===== src/rtl/cnn_memory_module.sv =====
// cnn_memory_module: input buffer between the controller and the computation stage.
// While enable_memory is high the storage is swept to zero one word per cycle.
// While it is low, words are accepted over a valid/ready handshake until DEPTH
// words are held. The buffer then reports full and serves registered reads.
module cnn_memory_module #(
    parameter int DATA_W = 8,
    parameter int DEPTH  = 64,
    parameter int ADDR_W = 6
) (
    input  logic              clk,
    input  logic              rst,
    input  logic              enable_memory,
    input  logic              in_valid,
    input  logic [DATA_W-1:0] in_data,
    output logic              in_ready,
    input  logic              rd_en,
    input  logic [ADDR_W-1:0] rd_addr,
    output logic [DATA_W-1:0] rd_data,
    output logic [ADDR_W:0]   load_count,
    output logic              load_done
);

    localparam int CNT_W = ADDR_W + 1;

    // Index of the last stored word; both the sweep and the load stop here.
    localparam logic [ADDR_W-1:0] LAST_ADDR = ADDR_W'(DEPTH - 1);
    localparam logic [ADDR_W-1:0] ADDR_ONE  = {{(ADDR_W-1){1'b0}}, 1'b1};
    localparam logic [ADDR_W-1:0] ADDR_ZERO = {ADDR_W{1'b0}};
    // load_count needs one extra bit so that it can hold DEPTH itself.
    localparam logic [CNT_W-1:0]  DEPTH_CNT = CNT_W'(DEPTH);
    localparam logic [CNT_W-1:0]  CNT_ONE   = {{ADDR_W{1'b0}}, 1'b1};
    localparam logic [CNT_W-1:0]  CNT_ZERO  = {CNT_W{1'b0}};
    localparam logic [DATA_W-1:0] DATA_ZERO = {DATA_W{1'b0}};

    typedef enum logic [1:0] {
        ST_CLEAR    = 2'd0,
        ST_IDLE_CLR = 2'd1,
        ST_LOAD     = 2'd2,
        ST_FULL     = 2'd3
    } state_t;

    logic [DATA_W-1:0] mem_r [DEPTH];

    state_t            state_r;
    state_t            state_next_s;
    logic [ADDR_W-1:0] clr_ptr_r;
    logic [ADDR_W-1:0] clr_ptr_next_s;
    logic [ADDR_W-1:0] wr_ptr_r;
    logic [ADDR_W-1:0] wr_ptr_next_s;
    logic [CNT_W-1:0]  load_count_r;
    logic [CNT_W-1:0]  load_count_next_s;
    logic              in_ready_r;
    logic              load_done_r;
    logic [DATA_W-1:0] rd_data_r;

    logic              mem_we_s;
    logic [ADDR_W-1:0] mem_waddr_s;
    logic [DATA_W-1:0] mem_wdata_s;
    logic              rd_in_range_s;

    // Addresses at or beyond DEPTH read back as zero instead of touching the array.
    assign rd_in_range_s = ({1'b0, rd_addr} < DEPTH_CNT);

    // Next-state, pointer/counter updates and the single storage write port.
    always_comb begin
        state_next_s      = state_r;
        clr_ptr_next_s    = clr_ptr_r;
        wr_ptr_next_s     = wr_ptr_r;
        load_count_next_s = load_count_r;
        mem_we_s          = 1'b0;
        mem_waddr_s       = clr_ptr_r;
        mem_wdata_s       = DATA_ZERO;

        case (state_r)
            ST_CLEAR: begin
                // A clear request here does not restart the sweep; it only
                // decides where the sweep lands once the last word is zeroed.
                mem_we_s       = 1'b1;
                mem_waddr_s    = clr_ptr_r;
                mem_wdata_s    = DATA_ZERO;
                clr_ptr_next_s = clr_ptr_r + ADDR_ONE;
                if (clr_ptr_r == LAST_ADDR) begin
                    if (enable_memory) begin
                        state_next_s = ST_IDLE_CLR;
                    end else begin
                        state_next_s = ST_LOAD;
                    end
                end else begin
                    state_next_s = ST_CLEAR;
                end
            end

            ST_IDLE_CLR: begin
                if (!enable_memory) begin
                    state_next_s = ST_LOAD;
                end else begin
                    state_next_s = ST_IDLE_CLR;
                end
            end

            ST_LOAD: begin
                if (enable_memory) begin
                    // Clear wins over a word offered in the same cycle.
                    state_next_s      = ST_CLEAR;
                    clr_ptr_next_s    = ADDR_ZERO;
                    wr_ptr_next_s     = ADDR_ZERO;
                    load_count_next_s = CNT_ZERO;
                end else if (in_valid) begin
                    mem_we_s    = 1'b1;
                    mem_waddr_s = wr_ptr_r;
                    mem_wdata_s = in_data;
                    if (wr_ptr_r == LAST_ADDR) begin
                        // Pointer parks on the last word; FULL never writes.
                        state_next_s = ST_FULL;
                    end else begin
                        wr_ptr_next_s = wr_ptr_r + ADDR_ONE;
                    end
                    if (load_count_r < DEPTH_CNT) begin
                        load_count_next_s = load_count_r + CNT_ONE;
                    end else begin
                        load_count_next_s = load_count_r;
                    end
                end else begin
                    state_next_s = ST_LOAD;
                end
            end

            ST_FULL: begin
                if (enable_memory) begin
                    state_next_s      = ST_CLEAR;
                    clr_ptr_next_s    = ADDR_ZERO;
                    wr_ptr_next_s     = ADDR_ZERO;
                    load_count_next_s = CNT_ZERO;
                end else begin
                    state_next_s = ST_FULL;
                end
            end

            default: begin
                state_next_s      = ST_CLEAR;
                clr_ptr_next_s    = ADDR_ZERO;
                wr_ptr_next_s     = ADDR_ZERO;
                load_count_next_s = CNT_ZERO;
            end
        endcase
    end

    // State, pointers, counter and the Moore flags decoded from the next state.
    always_ff @(posedge clk) begin
        if (rst) begin
            state_r      <= ST_CLEAR;
            clr_ptr_r    <= ADDR_ZERO;
            wr_ptr_r     <= ADDR_ZERO;
            load_count_r <= CNT_ZERO;
            in_ready_r   <= 1'b0;
            load_done_r  <= 1'b0;
        end else begin
            state_r      <= state_next_s;
            clr_ptr_r    <= clr_ptr_next_s;
            wr_ptr_r     <= wr_ptr_next_s;
            load_count_r <= load_count_next_s;
            in_ready_r   <= (state_next_s == ST_LOAD);
            load_done_r  <= (state_next_s == ST_FULL);
        end
    end

    // Storage array; reset leaves contents alone so it can map onto RAM.
    always_ff @(posedge clk) begin
        if (mem_we_s && !rst) begin
            mem_r[mem_waddr_s] <= mem_wdata_s;
        end
    end

    // Registered read port; a same-cycle write to the address returns the old word.
    always_ff @(posedge clk) begin
        if (rst) begin
            rd_data_r <= DATA_ZERO;
        end else if (rd_en) begin
            if (rd_in_range_s) begin
                rd_data_r <= mem_r[rd_addr];
            end else begin
                rd_data_r <= DATA_ZERO;
            end
        end
    end

    assign in_ready   = in_ready_r;
    assign load_done  = load_done_r;
    assign load_count = load_count_r;
    assign rd_data    = rd_data_r;

endmodule


===== config.mk =====
export PLATFORM = sky130hd
export DESIGN_NAME = cnn_memory_module
export DESIGN_NICKNAME = d
export VERILOG_FILES = /design/src/rtl/cnn_memory_module.sv
export SDC_FILE = /design/constraint.sdc
export NUM_CORES = 1
export LEC_CHECK = 0
export CAP_MARGIN = 25
export CORE_ASPECT_RATIO = 1.2
export CORE_MARGIN = 2
export CORE_UTILIZATION = 45
export CTS_CLUSTER_DIAMETER = 50
export DETAILED_ROUTE_END_ITERATION = 10
export GPL_TIMING_DRIVEN = 0
export SYNTH_ARGS = -nofsm -noshare
export SYNTH_HDL_FRONTEND = slang
export SYNTH_SLANG_ARGS = --single-unit

===== constraint.sdc =====
create_clock -name clk -period 4.2 [get_ports clk]
set_clock_uncertainty 0.1 [all_clocks]
set_input_delay 0.84 -clock clk [delete_from_list [all_inputs] [get_ports clk]]
set_output_delay 0.84 -clock clk [all_outputs]
set_load 0.005 [all_outputs]

==> flow_metrics.tcl, run 1 <==
set metrics [dict create \
    status "complete, no violations" \
    dpl_worst_slack_ns -0.437 \
    synth.area.mux_share 0.132 \
    start_kind "input pin" \
    die_h_um 243 \
    initial_utilization 0.455 \
    final_nets 1291 \
    antenna_found_initial 1 \
    wl_per_cell_um 25.8 \
    core_um2 47000 \
    p_leak_nw 9.03 \
    crit_arrival_ns 4.21 \
    r2r.worst_path.cells 5 \
    grt_use_met3 0.0320 \
    tns_ns 0 \
    gr-usage-met1 0.272 \
    holdPathEnd "load_count[5]" \
    synth.avg_cell_area_um2 18.3 \
    slew_violations 0 \
    ir_drop_uv 300 \
    via_per_inst 5.69 \
    grt_util_met2 0.345 \
    pin_count 36 \
    cts_tree "done" \
    ys_seq_area_frac 0.747 \
    final_area_um2 24400 \
    maxSlewHeadroom 0.347 \
    path_delay_family "simple AND/OR/NAND/NOR gates" \
    min_period_over_period 0.976 \
    multiInputGateArea_um2 5080 \
    synthAdderAreaFrac 0.00175 \
    clk_latency_ns 0.61 \
    synth_simple_gate_area_frac 0.0544 \
    period_minus_slack_ns 4.10 \
    synth_top_family_by_area "multiplexers" \
    cts.clk_slew.worst_paths_ns 0.06 \
    synthXorXnorAreaFrac 0.00532 \
    syn2layout_area_growth_pct 13.9 \
    ctsHtreeMaxLevel 2 \
    max_cap_viol_count 0 \
    timing.rr.end "mem_r[38][6]" \
    drt_wl_total_um 49900 \
    setup_violations 0 \
    place.detailed.hpwl_um 33800 \
    yosys_warnings 0 \
    synth_edf_count 512 \
    clkSinkCount 543 \
    ys_ff_latch 543 \
    cts_hold_buf 0 \
    synth_nets 1193 \
    synth_compound_area_frac 0.0438 \
    hold_viol 0 \
    cts_root_buffer "clkbuf_16" \
    rows 87 \
    clockBufferDepth 3 \
    drc 0 \
    hold_path.class "flip-flop to flip-flop" \
    cp-end-kind "flip-flop" \
    worstReg2RegStart "state_r[1]" \
    die_area_um2 49300 \
    firstDrtPassIters 5 \
    p_per_area_nw_per_um2 445 \
    power_mw 10.8 \
    final_cell_count_no_fill 1936 \
    busiest_layer "met2" \
    placed_cells 1837 \
    final-seq-area_um2 16000 \
    worstPathRequired_ns 4.31 \
    crit_fanout 10 \
    synth_cell_types 46 \
    fin_ws_ns 0.100 \
    grt_use_total 0.206 \
    fmax_mhz 244 \
    grt_max_degree 43 \
    worst_slew_pin_slew_ns 0.977 \
    rsz0062_at_grt "false" \
    diodes 0 \
    place_congestion 0.852 \
    synth_cells 1171 \
    grt_pass1_wl_um 73000 \
    hold_depth 2 \
    die_w_um 203 \
    postPlaceCellArea_um2 22700 \
    grt_pass1_vias 11000 \
    drive_gt1_frac 0.160 \
    cp_slowest_cell "nor2_1" \
    synthArstFlopShare 0 \
    cts_buffers 53 \
    ys.flop_type "edfxtp_1" \
    portBuffers 32 \
    cp.buffers_inverters 2 \
    crit_chain "clkdlybuf4s50_1 -> nor4bb_4 -> buf_6 -> mux2i_1 -> nand3_1 -> nor2_1" \
    cts_setup_buffers 0 \
    path_class "input pin to flip-flop" \
    postRouteAntennaNets 0 \
    vias 11000 \
    nFillCells 3774 \
    min_from "load_count[5]" \
    gr-total-overflow 0 \
    slowest_delay_ns 0.88 \
    cts_resized 0 \
    syn_area_um2 21400 \
    drtIter0Drc 1099 \
    r2r_slack_ns 0.56 \
]
==> worst register-to-register path: stages (launching register included) <==
cell      delay [ns]
dfxtp_1         0.40
nor4bb_4        0.38
buf_6           0.21
mux2i_1         0.66
nand3_1         0.63
nor2_1          0.88
==> stage by stage <==
step	hold slack (ns)	util
3_5_place_dp	0.440	0.483
3_3_place_gp	0.420	0.478
2_1_floorplan	0.374	-
5_1_grt	0.476	0.518
6_report	0.447	0.518
4_1_cts	0.453	0.518
==> how the worst max path moves through the flow <==
| stage | startpoint | end | slack (ns) | cells past startpoint |
|---|---|---|---|---|
| 2_1_floorplan | enable_memory | mem_r[44][0] | 0.93 | 6 |
| 5_1_grt | enable_memory | mem_r[26][6] | 0.04 | 6 |
| 3_5_place_dp | enable_memory | mem_r[26][6] | -0.44 | 6 |
| 4_1_cts | enable_memory | mem_r[26][6] | 0.17 | 6 |
| 3_3_place_gp | enable_memory | mem_r[30][6] | -0.71 | 5 |
| 6_report | enable_memory | mem_r[38][6] | 0.1 | 6 |
==> cell type report <==
cell class                      count  area share
Buffer                             63      0.0135
Clock buffer                       73      0.0597
Clock inverter                     26     0.00888
Inverter                            1    0.000154
Multi-Input combinational cell    564       0.208
Sequential cell                   543       0.656
Tap cell                          623      0.0320
Timing Repair Buffer               43      0.0210
==> power by group <==
group / switching, mW / internal (mW) / leakage (nW)
registers: 0.0129 / 5.85 / 6.01
clock network: 1.99 / 2.61 / 0.821
logic: 0.237 / 0.144 / 2.20
==> flip-flops by register name, indices dropped and copies added, names as in the netlist <==
signal / cells
load_done: 1
in_ready: 1
mem_r: 512
rd_data: 8
wr_ptr_r: 6
load_count: 7
clr_ptr_r: 6
state_r: 2
==> logic make-up (layout without fill, tap and decap cells) <==
family,count (synthesis),after routing
flip-flops,543,543
multiplexers,201,201
XOR/XNOR,13,13
AND/OR/NAND/NOR,223,223
adder cells (fa/ha/maj),3,3
buffers and inverters,64,206
AO/OA/AOI/OAI,124,124
==> routing by layer <==
layer  vias up  wire length (um)
met5         -                10
met4         2              1710
met3        83              2900
met2       348             25000
met1      5625             20300
li1       4951                 -
==> placed cells by master (no fill, tap or decap), drive strengths merged, types with 6 or more instances in the layout <==
| cell type | synthesis | layout |
|---|---|---|
| clkbuf | 22 | 95 |
| edfxtp | 512 | 512 |
| nand4 | 19 | 19 |
| buf | 41 | 52 |
| nor2 | 84 | 84 |
| clkinv | 0 | 21 |
| a221o | 8 | 8 |
| clkdlybuf4s50 | 0 | 32 |
| dfxtp | 31 | 31 |
| and3 | 8 | 8 |
| xnor2 | 7 | 7 |
| nor2b | 8 | 8 |
| a22oi | 97 | 97 |
| nand2 | 20 | 20 |
| nor3b | 12 | 12 |
| mux2i | 135 | 135 |
| mux4 | 64 | 64 |
| nand3 | 43 | 43 |
| xor2 | 6 | 6 |
| and2 | 12 | 12 |
==> synth_stat cells (2+ instances only) <==
library cell	number	area, um2
edfxtp_1	512	15400
mux2i_1	134	1340
a22oi_1	97	728
nor2_1	76	285
mux4_2	64	1440
nand3_1	43	215
dfxtp_1	31	621
buf_2	29	145
clkbuf_1	22	82.6
nand2_1	19	71.3
nand4_1	19	119
and2_1	12	75.1
nor3b_1	12	90.1
a221o_1	8	80.1
and3_1	8	50.1
nor2_2	8	50.1
nor2b_1	8	50.1
buf_6	7	78.8
xnor2_1	7	61.3
xor2_1	6	52.6
a21oi_1	5	25.0
buf_1	4	15.0
nor3_1	4	20.0
a21o_1	3	22.5
ha_1	3	37.5
nand2b_1	3	18.8
o21ai_0	3	15.0
a211oi_1	2	15.0
a311oi_1	2	17.5
mux2_2	2	22.5
o21ai_2	2	17.5
or3_1	2	12.5
Note: power is estimated with default switching activity, not from simulation.
==> run 2, diff against run 1 <==
--- a/config.mk
+++ b/config.mk
@@ -14,2 +14,4 @@
 export GPL_TIMING_DRIVEN = 0
+export PLACE_DENSITY = 0.65
+export SETUP_SLACK_MARGIN = 0.3
 export SYNTH_ARGS = -nofsm -noshare
--- a/constraint.sdc
+++ b/constraint.sdc
@@ -4,2 +4,2 @@
 set_output_delay 0.84 -clock clk [all_outputs]
-set_load 0.005 [all_outputs]
+set_load 0.02 [all_outputs]
==> run 2 against run 1 <==
Worst setup slack better by 0.28 ns. Critical path depth stayed put. Wire length is 1.2% lower. Final area is 0.40% higher. Power hardly changed. Largest power group unchanged. Non-clock buffer count is 1 higher. Register-to-register slack better by 0.36 ns. Critical endpoint is now mem_r[25][5].
==> flow_metrics.tcl, run 2 (same netlist as run 1, synthesis figures left out) <==
set metrics [dict create \
    path_class "input pin to flip-flop" \
    largest_reg_flops 512 \
    ctsHtreeMaxLevel 2 \
    clockBufferDepth 3 \
    place.detailed.hpwl_um 33200 \
    cts_buffers 51 \
    clk_latency_ns 0.56 \
    via_per_inst 5.74 \
    slew_violations 0 \
    hold_viol 0 \
    vias 11100 \
    initial_utilization 0.455 \
    postRouteAntennaNets 0 \
    rows 87 \
    path_delay_family "simple AND/OR/NAND/NOR gates" \
    firstDrtPassIters 5 \
    final_nets 1290 \
    clkSinkCount 543 \
    cts.clk_slew.worst_paths_ns 0.06 \
    largest-register "mem_r" \
    die_w_um 203 \
    syn2layout_area_growth_pct 14.3 \
    fmax_mhz 262 \
    setup_violations 0 \
    worst_slew_pin_slew_ns 0.971 \
    slowest_delay_ns 0.82 \
    diodes 0 \
    rsz0062_at_grt "true" \
    status "complete, no violations" \
    grt_pass1_vias 11400 \
    drt_wl_total_um 49300 \
    antenna_found_initial 0 \
    place_congestion 0.845 \
    ir_drop_uv 274 \
    timing.rr.end "mem_r[25][5]" \
    core_um2 47000 \
    final_cell_mix "512 x edfxtp_1, 132 x mux2i_1, 97 x a22oi_1, 64 x mux4_2, 53 x clkbuf_16" \
    placed_cells 1837 \
    p_leak_nw 9.03 \
    die_area_um2 49300 \
    grt_max_degree 49 \
    worst-path-stages 6 \
    drive_gt1_frac 0.185 \
    r2r_slack_ns 0.92 \
    r2r.worst_path.cells 5 \
    gr-total-overflow 0 \
    die_h_um 243 \
    p_per_area_nw_per_um2 443 \
    crit_arrival_ns 3.91 \
    cp_slowest_cell "a211oi_1" \
    tns_ns 0 \
    final_common_cell "edfxtp_1" \
    cts_setup_buffers 0 \
    utilization 0.520 \
    cts_tree "done" \
    holdPathEnd "load_count[1]" \
    worstReg2RegStart "state_r[1]" \
    hold_depth 2 \
    worstPathRequired_ns 4.29 \
    wl_per_cell_um 25.5 \
    grt_pass1_wl_um 73100 \
    drtIter0Drc 1135 \
    final_cell_count_no_fill 1932 \
    cts_root_buffer "clkbuf_16" \
    nFillCells 3783 \
    maxSlewHeadroom 0.349 \
    period_minus_slack_ns 3.82 \
    dpl_worst_slack_ns -0.501 \
    min_period_over_period 0.909 \
    start_kind "input pin" \
    pin_count 36 \
    postPlaceCellArea_um2 22700 \
    final_area_um2 24500 \
    max_cap_viol_count 0 \
    fin_ws_ns 0.380 \
    crit_fanout 9 \
    cp-end-kind "flip-flop" \
    crit_chain "clkdlybuf4s50_1 -> nand2b_1 -> a211oi_1 -> and2_1 -> nand3_1 -> nor2_1" \
    portBuffers 32 \
    hold_path.class "flip-flop to flip-flop" \
    grt_use_total 0.203 \
    drc 0 \
    min_from "load_count[1]" \
    cp.buffers_inverters 1 \
]
run 2: worst register-to-register path: stages, from the launching register on:
cell and delay (ns):
dfxtp_1 0.39, nor4bb_4 0.39, buf_6 0.22, mux2i_1 0.56
nand3_1 0.51, nor2_1 0.75
run 2: per-layer routing:
metal  GRT usage  share of wire  vias to the layer above  wire length (um)
li1            -              -                     4933                 -
met1       0.264           0.41                     5697             20200
met2       0.341           0.49                      372             24400
met3      0.0297          0.055                       87              2710
met4      0.0863          0.041                        0              2040
met5           0              0                        -                 0
run 2: per-stage QoR:
stage,total power [mW],hold slack (ns)
final,10.8,0.454
after CTS,10.9,0.454
after global placement,6.36,0.425
after global routing,11.1,0.488
after detailed placement,6.37,0.442
after floorplan,6.22,0.374
run 2: area by class of cell:
| type | count | area, um2 | share of cell area |
|---|---|---|---|
| sequential | 543 | 16000 | 0.654 |
| multi-input combinational | 564 | 5180 | 0.212 |
| clock buffer | 77 | 1500 | 0.0612 |
| tap | 623 | 779 | 0.0319 |
| timing repair buffer | 44 | 505 | 0.0207 |
| buffer | 63 | 329 | 0.0134 |
| clock inverter | 17 | 180 | 0.00736 |
| inverter | 1 | 3.75 | 0.000153 |
run 2: worst max-delay path by stage:
stage | slack (ns) | end | startpoint
finish | 0.38 | mem_r[25][5] | enable_memory
global route | 0.18 | mem_r[49][0] | enable_memory
CTS | 0.11 | mem_r[34][7] | enable_memory
detailed placement | -0.50 | mem_r[50][1] | enable_memory
global placement | -0.73 | mem_r[26][6] | enable_memory
floorplan | 0.93 | mem_r[44][0] | enable_memory
run 2: repair_timing:
item / CTS / global route
hold buffers: 0 / 0
gates resized for setup: 9 / 25
pin swaps: 0 / 0
gates cloned: 0 / 0
endpoints found under the setup margin: 136 / 264
run 2: where the power goes:
part | switching [mW] | internal, mW | leakage [nW] | total, mW
sequential | 0.0124 | 5.85 | 6.01 | 5.86
clock | 1.89 | 2.70 | 0.821 | 4.59
combinational | 0.248 | 0.146 | 2.20 | 0.394
